$ cat src/rtl/pio_bank_pkg.sv
// pio_bank_pkg: register map constants and address decode helpers shared by
// the pio_bank parallel-I/O slave.
package pio_bank_pkg;

    localparam int ADDR_W = 5;
    localparam int MAX_CH = 8;

    localparam logic [ADDR_W-1:0] OFS_OUT  = 5'h00;
    localparam logic [ADDR_W-1:0] OFS_IN   = 5'h08;
    localparam logic [ADDR_W-1:0] OFS_EDGE = 5'h10;
    localparam logic [ADDR_W-1:0] OFS_MASK = 5'h18;

    // Register group selected by the upper two address bits.
    typedef enum logic [1:0] {
        GRP_OUT  = 2'(OFS_OUT  >> 3),
        GRP_IN   = 2'(OFS_IN   >> 3),
        GRP_EDGE = 2'(OFS_EDGE >> 3),
        GRP_MASK = 2'(OFS_MASK >> 3)
    } reg_grp_e;

    function automatic reg_grp_e addr_grp(input logic [ADDR_W-1:0] a);
        return reg_grp_e'(a[4:3]);
    endfunction

    function automatic logic [$clog2(MAX_CH)-1:0] addr_ch(input logic [ADDR_W-1:0] a);
        return a[$clog2(MAX_CH)-1:0];
    endfunction

endpackage

$ cat src/rtl/pio_bank_debounce.sv
// pio_debounce: single-bit debounce filter. The output follows the input only
// after the input has disagreed with it for DEBOUNCE_CYC consecutive cycles.
module pio_debounce #(
    parameter int DEBOUNCE_CYC = 50000
) (
    input  logic clk,
    input  logic reset,
    input  logic i_d,
    output logic o_q
);

    localparam int CW = $clog2(DEBOUNCE_CYC);

    logic [CW-1:0] r_cnt;
    logic          r_q;

    // Count disagreeing cycles; flip the output when the run is long enough.
    always_ff @(posedge clk or posedge reset) begin
        if (reset) begin
            r_cnt <= '0;
            r_q   <= 1'b0;
        end else if (i_d != r_q) begin
            if (r_cnt == CW'(DEBOUNCE_CYC - 1)) begin
                r_q   <= i_d;
                r_cnt <= '0;
            end else begin
                r_cnt <= r_cnt + CW'(1);
            end
        end else begin
            r_cnt <= '0;
        end
    end

    assign o_q = r_q;

endmodule

$ cat src/rtl/pio_bank.sv
// pio_bank: Avalon-MM parallel-I/O bank with N_OUT output channels, N_IN
// synchronised input channels, rising-edge capture and a masked level irq.
// Optional build macro: PIO_BANK_DEBOUNCE_EN inserts a per-bit debounce filter
// after the input synchroniser.
module pio_bank
    import pio_bank_pkg::*;
#(
    parameter int          DATA_W       = 32,
    parameter int          N_OUT        = 4,
    parameter int          N_IN         = 2,
    parameter logic [31:0] OUT_RESET    = 32'd0,
    parameter int          DEBOUNCE_CYC = 50000
) (
    input  logic                    clk,
    input  logic                    reset,
    input  logic [ADDR_W-1:0]       address,
    input  logic                    read,
    input  logic                    write,
    input  logic [DATA_W-1:0]       writedata,
    output logic [DATA_W-1:0]       readdata,
    output logic                    readdatavalid,
    output logic [N_OUT*DATA_W-1:0] out_port,
    input  logic [N_IN*DATA_W-1:0]  in_port,
    output logic                    irq
);

    localparam int CH_W = $clog2(MAX_CH);

    if (N_OUT < 1 || N_OUT > MAX_CH || N_IN < 1 || N_IN > MAX_CH ||
        DATA_W < 1 || DATA_W > 32 || DEBOUNCE_CYC < 2) begin : g_bad_cfg
        $error("pio_bank: parameter out of range");
    end

    reg_grp_e               w_grp;
    logic [CH_W-1:0]        w_ch;
    logic [N_OUT*DATA_W-1:0] r_out;
    logic [N_IN*DATA_W-1:0] r_sync1;
    logic [N_IN*DATA_W-1:0] r_sync2;
    logic [N_IN*DATA_W-1:0] w_filt;
    logic [N_IN*DATA_W-1:0] r_filt_d;
    logic [N_IN*DATA_W-1:0] w_rise;
    logic [N_IN*DATA_W-1:0] w_edge_clr;
    logic [N_IN*DATA_W-1:0] r_edge;
    logic [N_IN*DATA_W-1:0] r_mask;
    logic [DATA_W-1:0]      w_rdata;
    logic [DATA_W-1:0]      r_readdata;
    logic                   r_rdv;
    logic                   r_irq;

    assign w_grp = addr_grp(address);
    assign w_ch  = addr_ch(address);

`ifdef PIO_BANK_DEBOUNCE_EN
    for (genvar b = 0; b < N_IN*DATA_W; b++) begin : g_db
        pio_debounce #(.DEBOUNCE_CYC(DEBOUNCE_CYC)) u_db (
            .clk   (clk),
            .reset (reset),
            .i_d   (r_sync2[b]),
            .o_q   (w_filt[b])
        );
    end
`else
    assign w_filt = r_sync2;
`endif

    assign w_rise = w_filt & ~r_filt_d;

    // Two-flop synchroniser plus the delayed filtered value for edge detection.
    always_ff @(posedge clk or posedge reset) begin
        if (reset) begin
            r_sync1  <= '0;
            r_sync2  <= '0;
            r_filt_d <= '0;
        end else begin
            r_sync1  <= in_port;
            r_sync2  <= r_sync1;
            r_filt_d <= w_filt;
        end
    end

    // W1C clear vector for the addressed edge-capture channel.
    always_comb begin
        w_edge_clr = '0;
        if (write && w_grp == GRP_EDGE) begin
            for (int unsigned j = 0; j < N_IN; j++) begin
                if (w_ch == CH_W'(j)) w_edge_clr[j*DATA_W +: DATA_W] = writedata;
            end
        end
    end

    // Output and mask registers, plus edge capture where a new edge beats W1C.
    always_ff @(posedge clk or posedge reset) begin
        if (reset) begin
            r_out  <= {N_OUT{OUT_RESET[DATA_W-1:0]}};
            r_mask <= '0;
            r_edge <= '0;
        end else begin
            r_edge <= (r_edge & ~w_edge_clr) | w_rise;
            if (write && w_grp == GRP_OUT) begin
                for (int unsigned k = 0; k < N_OUT; k++) begin
                    if (w_ch == CH_W'(k)) r_out[k*DATA_W +: DATA_W] <= writedata;
                end
            end
            if (write && w_grp == GRP_MASK) begin
                for (int unsigned j = 0; j < N_IN; j++) begin
                    if (w_ch == CH_W'(j)) r_mask[j*DATA_W +: DATA_W] <= writedata;
                end
            end
        end
    end

    // Read mux; unmapped channels fall through to zero.
    always_comb begin
        w_rdata = '0;
        unique case (w_grp)
            GRP_OUT: begin
                for (int unsigned k = 0; k < N_OUT; k++) begin
                    if (w_ch == CH_W'(k)) w_rdata = r_out[k*DATA_W +: DATA_W];
                end
            end
            GRP_IN: begin
                for (int unsigned j = 0; j < N_IN; j++) begin
                    if (w_ch == CH_W'(j)) w_rdata = w_filt[j*DATA_W +: DATA_W];
                end
            end
            GRP_EDGE: begin
                for (int unsigned j = 0; j < N_IN; j++) begin
                    if (w_ch == CH_W'(j)) w_rdata = r_edge[j*DATA_W +: DATA_W];
                end
            end
            GRP_MASK: begin
                for (int unsigned j = 0; j < N_IN; j++) begin
                    if (w_ch == CH_W'(j)) w_rdata = r_mask[j*DATA_W +: DATA_W];
                end
            end
            default: w_rdata = '0;
        endcase
    end

    // Registered read response and interrupt; reads see pre-write state.
    always_ff @(posedge clk or posedge reset) begin
        if (reset) begin
            r_readdata <= '0;
            r_rdv      <= 1'b0;
            r_irq      <= 1'b0;
        end else begin
            r_rdv <= read;
            if (read) r_readdata <= w_rdata;
            r_irq <= |(r_edge & r_mask);
        end
    end

    assign out_port      = r_out;
    assign readdata      = r_readdata;
    assign readdatavalid = r_rdv;
    assign irq           = r_irq;

endmodule

$ cat config.mk
export PLATFORM = sky130hd
export DESIGN_NAME = pio_bank
export DESIGN_NICKNAME = d
export VERILOG_FILES = /design/src/rtl/pio_bank_pkg.sv /design/src/rtl/pio_bank_debounce.sv /design/src/rtl/pio_bank.sv
export SDC_FILE = /design/constraint.sdc
export NUM_CORES = 1
export LEC_CHECK = 0
export BUFFER_PORTS_ARGS = -buffer_cell sky130_fd_sc_hd__buf_4
export CORE_MARGIN = 2
export CORE_UTILIZATION = 28
export CTS_CLUSTER_SIZE = 14
export DETAILED_ROUTE_END_ITERATION = 8
export PLACE_DENSITY = 0.49
export SYNTH_ARGS = -nofsm -noshare
export SYNTH_HDL_FRONTEND = slang
export SYNTH_HIERARCHICAL = 1
export SYNTH_SLANG_ARGS = --single-unit
$ cat constraint.sdc
create_clock -name clk -period 16.4 [get_ports clk]
set_input_delay 1.64 -clock clk [delete_from_list [all_inputs] [get_ports clk]]
set_output_delay 1.64 -clock clk [all_outputs]
set_load 0.01 [all_outputs]
Yosys cells after proc, flatten, opt, wreduce, memory -nomap -nowiden
Cells that the tools add are included.
{"block": "op_classes", "eq_ne": 6, "muxes": 14, "bitwise": 6, "n_reduce_logical": 12}
{"operator": "32-bit 2-to-1 mux", "n": 12}
{"operator": "64-bit AND", "n": 3}
{"operator": "64-bit NOT", "n": 2}
{"operator": "32-bit case mux with 4 select lines", "n": 1}
{"operator": "64-bit 2-to-1 mux", "n": 1}
{"operator": "64-bit OR", "n": 1}
{"operator": "64-bit OR reduction", "n": 1}
{"operator": "2-bit AND reduction", "n": 6}
{"operator": "3-bit by 2-bit == test with 1-bit output (second input constant)", "n": 2}
{"operator": "2-bit == test (second input constant)", "n": 2}
{"operator": "3-bit by 1-bit == test with 1-bit output (second input constant)", "n": 1}
{"operator": "1-bit logical AND", "n": 3}
{"operator": "3-bit logical NOT", "n": 1}
{"operator": "2-bit by 1-bit == test with 1-bit output (second input constant)", "n": 1}
{"operator": "2-bit logical NOT", "n": 1}
{"block": "totals", "regBits": 482, "output_inout_bits": 162, "word_cells": 51}

Depth between registers and ports, before layout
{"block": "depth", "depth_word": 6, "ltp_mapped": 7}

Least setup slack after synthesis
OpenSTA, ideal clock, no wires.
{"block": "synth_path", "path_type": "in2reg", "startpoint": "input address[2]", "endpoint": "register r_mask[51]", "arrival_time_ps": 2928, "path_slack_ps": 13347, "cell_stages": 6, "path_buffers": 2, "cell_sequence": "buf_2 -> nor3b_2 -> nand2_1 -> nor2_2 -> buf_2 -> mux2_2"}
{"block": "synth_via", "elab_chain_cells": 2}
{"element": "start, declared", "line_no": "pio_bank.sv:16", "source": "input logic [ADDR_W-1:0] address,"}
{"element": "3-bit by 1-bit == test with 1-bit output", "line_no": "pio_bank.sv:106", "source": "if (w_ch == CH_W'(j)) r_mask[j*DATA_W +: DATA_W] <= writedata;"}
{"element": "2-bit AND reduction (no line)"}
{"element": "end signal, assigned by index", "line_no": "pio_bank.sv:106"}
{"element": "end, declared", "line_no": "pio_bank.sv:44", "source": "logic [N_IN*DATA_W-1:0] r_mask;"}
Every way passes these cells.
A chain may end at the register's enable or synchronous reset.

Final worst setup path
{"block": "layout_path", "startpoint": "input address[0]", "endpoint": "register r_mask[48]"}
Same word-level chain as after synthesis.

==> results.md <==
- Die area: 68800 sq um
- Area contributors post-synth: dfrtp_1 (65%), mux2_2 (13%), a22o_1 (6.6%), inv_1 (1.8%), nand2_1 (1.4%)
- Core region area: 65900 sq um
- Vias in the first global route: 13200
- Global-route wire length before repair: 91200 microns
- Top Ports: 267
- Nature of the critical path endpoint: flop
- Layout cells sized above 1: a little under two fifths
- Crit-path max cell delay: 0.56 ns
- Worst Path Arrival: 4.25 ns
- WS Path Type: primary input to flop
- Total Power: 0.00309 W
- Area leader, netlist: dfrtp_1
- Final GP Congestion: 0.792
- Routed len/inst: between 20 and 25 microns
- FF/Latch Area: between 10000 and 15000 sq um
- RSZ-0062 raised after global routing: no
- Crit path max-delay family: buffers and inverters
- Clk buf depth: 3
- Setup bufs post-CTS: 0
- Vert. Die Dim: around 260 microns
- CP Data Required Time: roughly 17 ns
- Final Skew: 0.0147 ns
- Placed Instances: roughly 2400
- Leakage Power: 10.7 nW
- CP cell instances: buf_4, nor3b_4, buf_4, nand2_1, nor2_2, buf_4, mux2_2
- Top_reg_cell synth: dfrtp_1
- Fmax: between 200 and 300 MHz
- Pwr dens: 132 nW/um^2
- Number of synthesized flops with an enable pin: 0
- Startpoint types: primary input
- Clock root cell: clkbuf_16
- TritonCTS buffer count: 53
- Largest family of logic cells by synthesized area: compound AO/OA/AOI/OAI gates
- Register area share after synthesis: 64.5%
- Multi-input logic area: 5930 sq um
- CTS tree: yes
- Worst VDD drop: just under 0.08 mV
- Final period util: 23.0%
- Antenna-violating nets left: 0
- Slew Viols, Final: 0
- I/O Buffers: roughly 270
- H-tree depth: 2
- Maximum number of pins on one net before global-route repair: 170
- Starting utilization of the core area: 28.4%
- Xor/xnor cell area share of the yosys netlist: 0%
- DP HPWL: 41600 microns
- Area of the mapped netlist: 18700 sq um
- Top cell type's share of synthesized area: about 65%
- Post-synthesis compound-gate area fraction: 14.7%
- Vias/cell: 5.08
- Initial antenna violation count: 9
- Count of different cell masters after synthesis: 43
- Syn Inst Count: 1329
- Synth Register Bits: 482
- Setup_tns: 0 ns
- Fillers: between 6000 and 7000
- Max-Cap Viols: 0
- Count of buffer and inverter cells on the critical path: 3
- Post-Layout Cell Count: 2490
- Crit path time final: 3.77 ns
- Mux contribution to synthesized area: 13.7%
- Clock Latency Late Sink: 0.60 ns
- Status: complete, no violations
- Residual DRC: 0
- Worst-path fanout max: 51
- Worst hold path class: flop to flop
- Final #Nets: 1693
- Post-synth top cells: dfrtp_1 (482), mux2_2 (210), a22o_1 (141)
- Die X: 262 microns
- Cell mode on critical path: buf_4
- First-pass iteration count of the detailed router: 8
- Synth warn: 6
- GRT Residual Overflow: 0
- Clk slew on worst S/H paths: 0.06 ns
- Final wirelength: 60900 microns
- Layout Area Growth over Synthesis: 25.2%
- Post-cts resize count: 0
- Mapped Nets: 1434
- Max_slew headroom: between 30% and 40%
- Slowest cell on crit path: buf_4
- Utilization after layout: 35.5%
- Core Rows: 94
- Clk sinks: 482
- Avg Cell Area, Syn: 14.1 sq um
- Finish-stage setup viols: 0
- Post-Synth Simple-Gate Area: 3.20%
- Via count: 12600
- Initial detailed-routing violation count: 1019
- Hold_buf cts: 0
- GRT Util Overall: 17.5%
- Async set or reset register ratio after synthesis: 100%
- Final Hold Fails: 0
- Count leader, synth: dfrtp_1
- Worst Tran Pin Value: about 0.96 ns
- Adder-cell area share of the yosys netlist: 0%
[path summary, 6_finish.rpt]
path                                             from                       end  slack (ns)  cells past startpoint
worst min register to register  r_sync1[30]$_DFF_PP0_     r_sync2[30]$_DFF_PP0_        0.35                      0
max in group asynchronous                       reset  readdata[30]$_DFFE_PP0P_       12.85                      4
min in group asynchronous                       reset     r_sync1[50]$_DFF_PP0_        1.20                      2
worst min-delay path            r_sync1[30]$_DFF_PP0_     r_sync2[30]$_DFF_PP0_        0.35                      0
worst max register to register    r_edge[3]$_DFF_PP0_             irq$_DFF_PP0_       14.29                      4
worst max-delay path                       address[0]    r_mask[48]$_DFFE_PP0P_       12.63                      7
[cell type report]
type | instances | share of cell area (%)
Clock buffer | 77 | 6.92
Sequential cell | 482 | 51.6
Antenna cell | 1 | 0.0107
Inverter | 89 | 1.46
Clock inverter | 15 | 0.813
Timing Repair Buffer | 287 | 9.26
Tap cell | 864 | 4.62
Multi-Input combinational cell | 675 | 25.3
[metal layers]
layer | up-vias | global-route usage (%) | part of all wire [%]
li1 | 5453 | - | -
met1 | 6626 | 24.8 | 46
met2 | 449 | 25.7 | 44
met3 | 107 | 4.63 | 7.4
met4 | 10 | 6.40 | 3.1
met5 | - | 0 | 0.087
[power by group]
| part | internal (W) | switching, W | leakage (nW) |
|---|---|---|---|
| sequential | 0.00132 | 0.000108 | 5.70 |
| clock | 0.000743 | 0.000482 | 0.901 |
| combinational | 0.000230 | 0.000211 | 4.11 |
| total | 0.00229 | 0.000802 | 10.7 |
[cells by family (layout without fill, tap and decap cells)]
logic type             count (synthesis)  count (layout)
and+or+nand+nor                      124             124
DFF                                  482             482
other                                  0               1
buffers and inverters                172             468
AOI/OAI and AO/OA                    323             323
muxes                                228             228
[flip-flops by register name, summed over array words and instances (netlist names)]
| name | cells |
|---|---|
| irq | 1 |
| out_port | 128 |
| r_edge | 64 |
| r_filt_d | 64 |
| r_mask | 64 |
| r_sync1 | 64 |
| r_sync2 | 64 |
| readdata | 32 |
| readdatavalid | 1 |
[through the flow]
stage	hold WS, ns	instance area (sq um)	setup WS [ns]
2_1_floorplan	0.331	18700	1.31
3_3_place_gp	0.337	21600	11.95
3_5_place_dp	0.336	21600	11.97
4_1_cts	0.349	23400	12.60
5_1_grt	0.351	23400	12.40
6_report	0.347	23400	12.63
[cells in the final DEF (no fill, tap or decap), drive strengths merged, types with 6 or more instances in the layout]
master     n
nor2      11
o221a      6
o221ai    28
a222oi    21
a221oi    16
nor2b     17
nand2     72
o2111ai   21
buf      287
inv       90
clkinv    10
o22ai     15
o21a       7
mux2i     13
clkbuf    77
and3       7
a22o     141
dfrtp    482
mux2     215
a22oi     15
o22a      23
a211oi    12
o21ai     12
(Power assumes the default switching activity.)
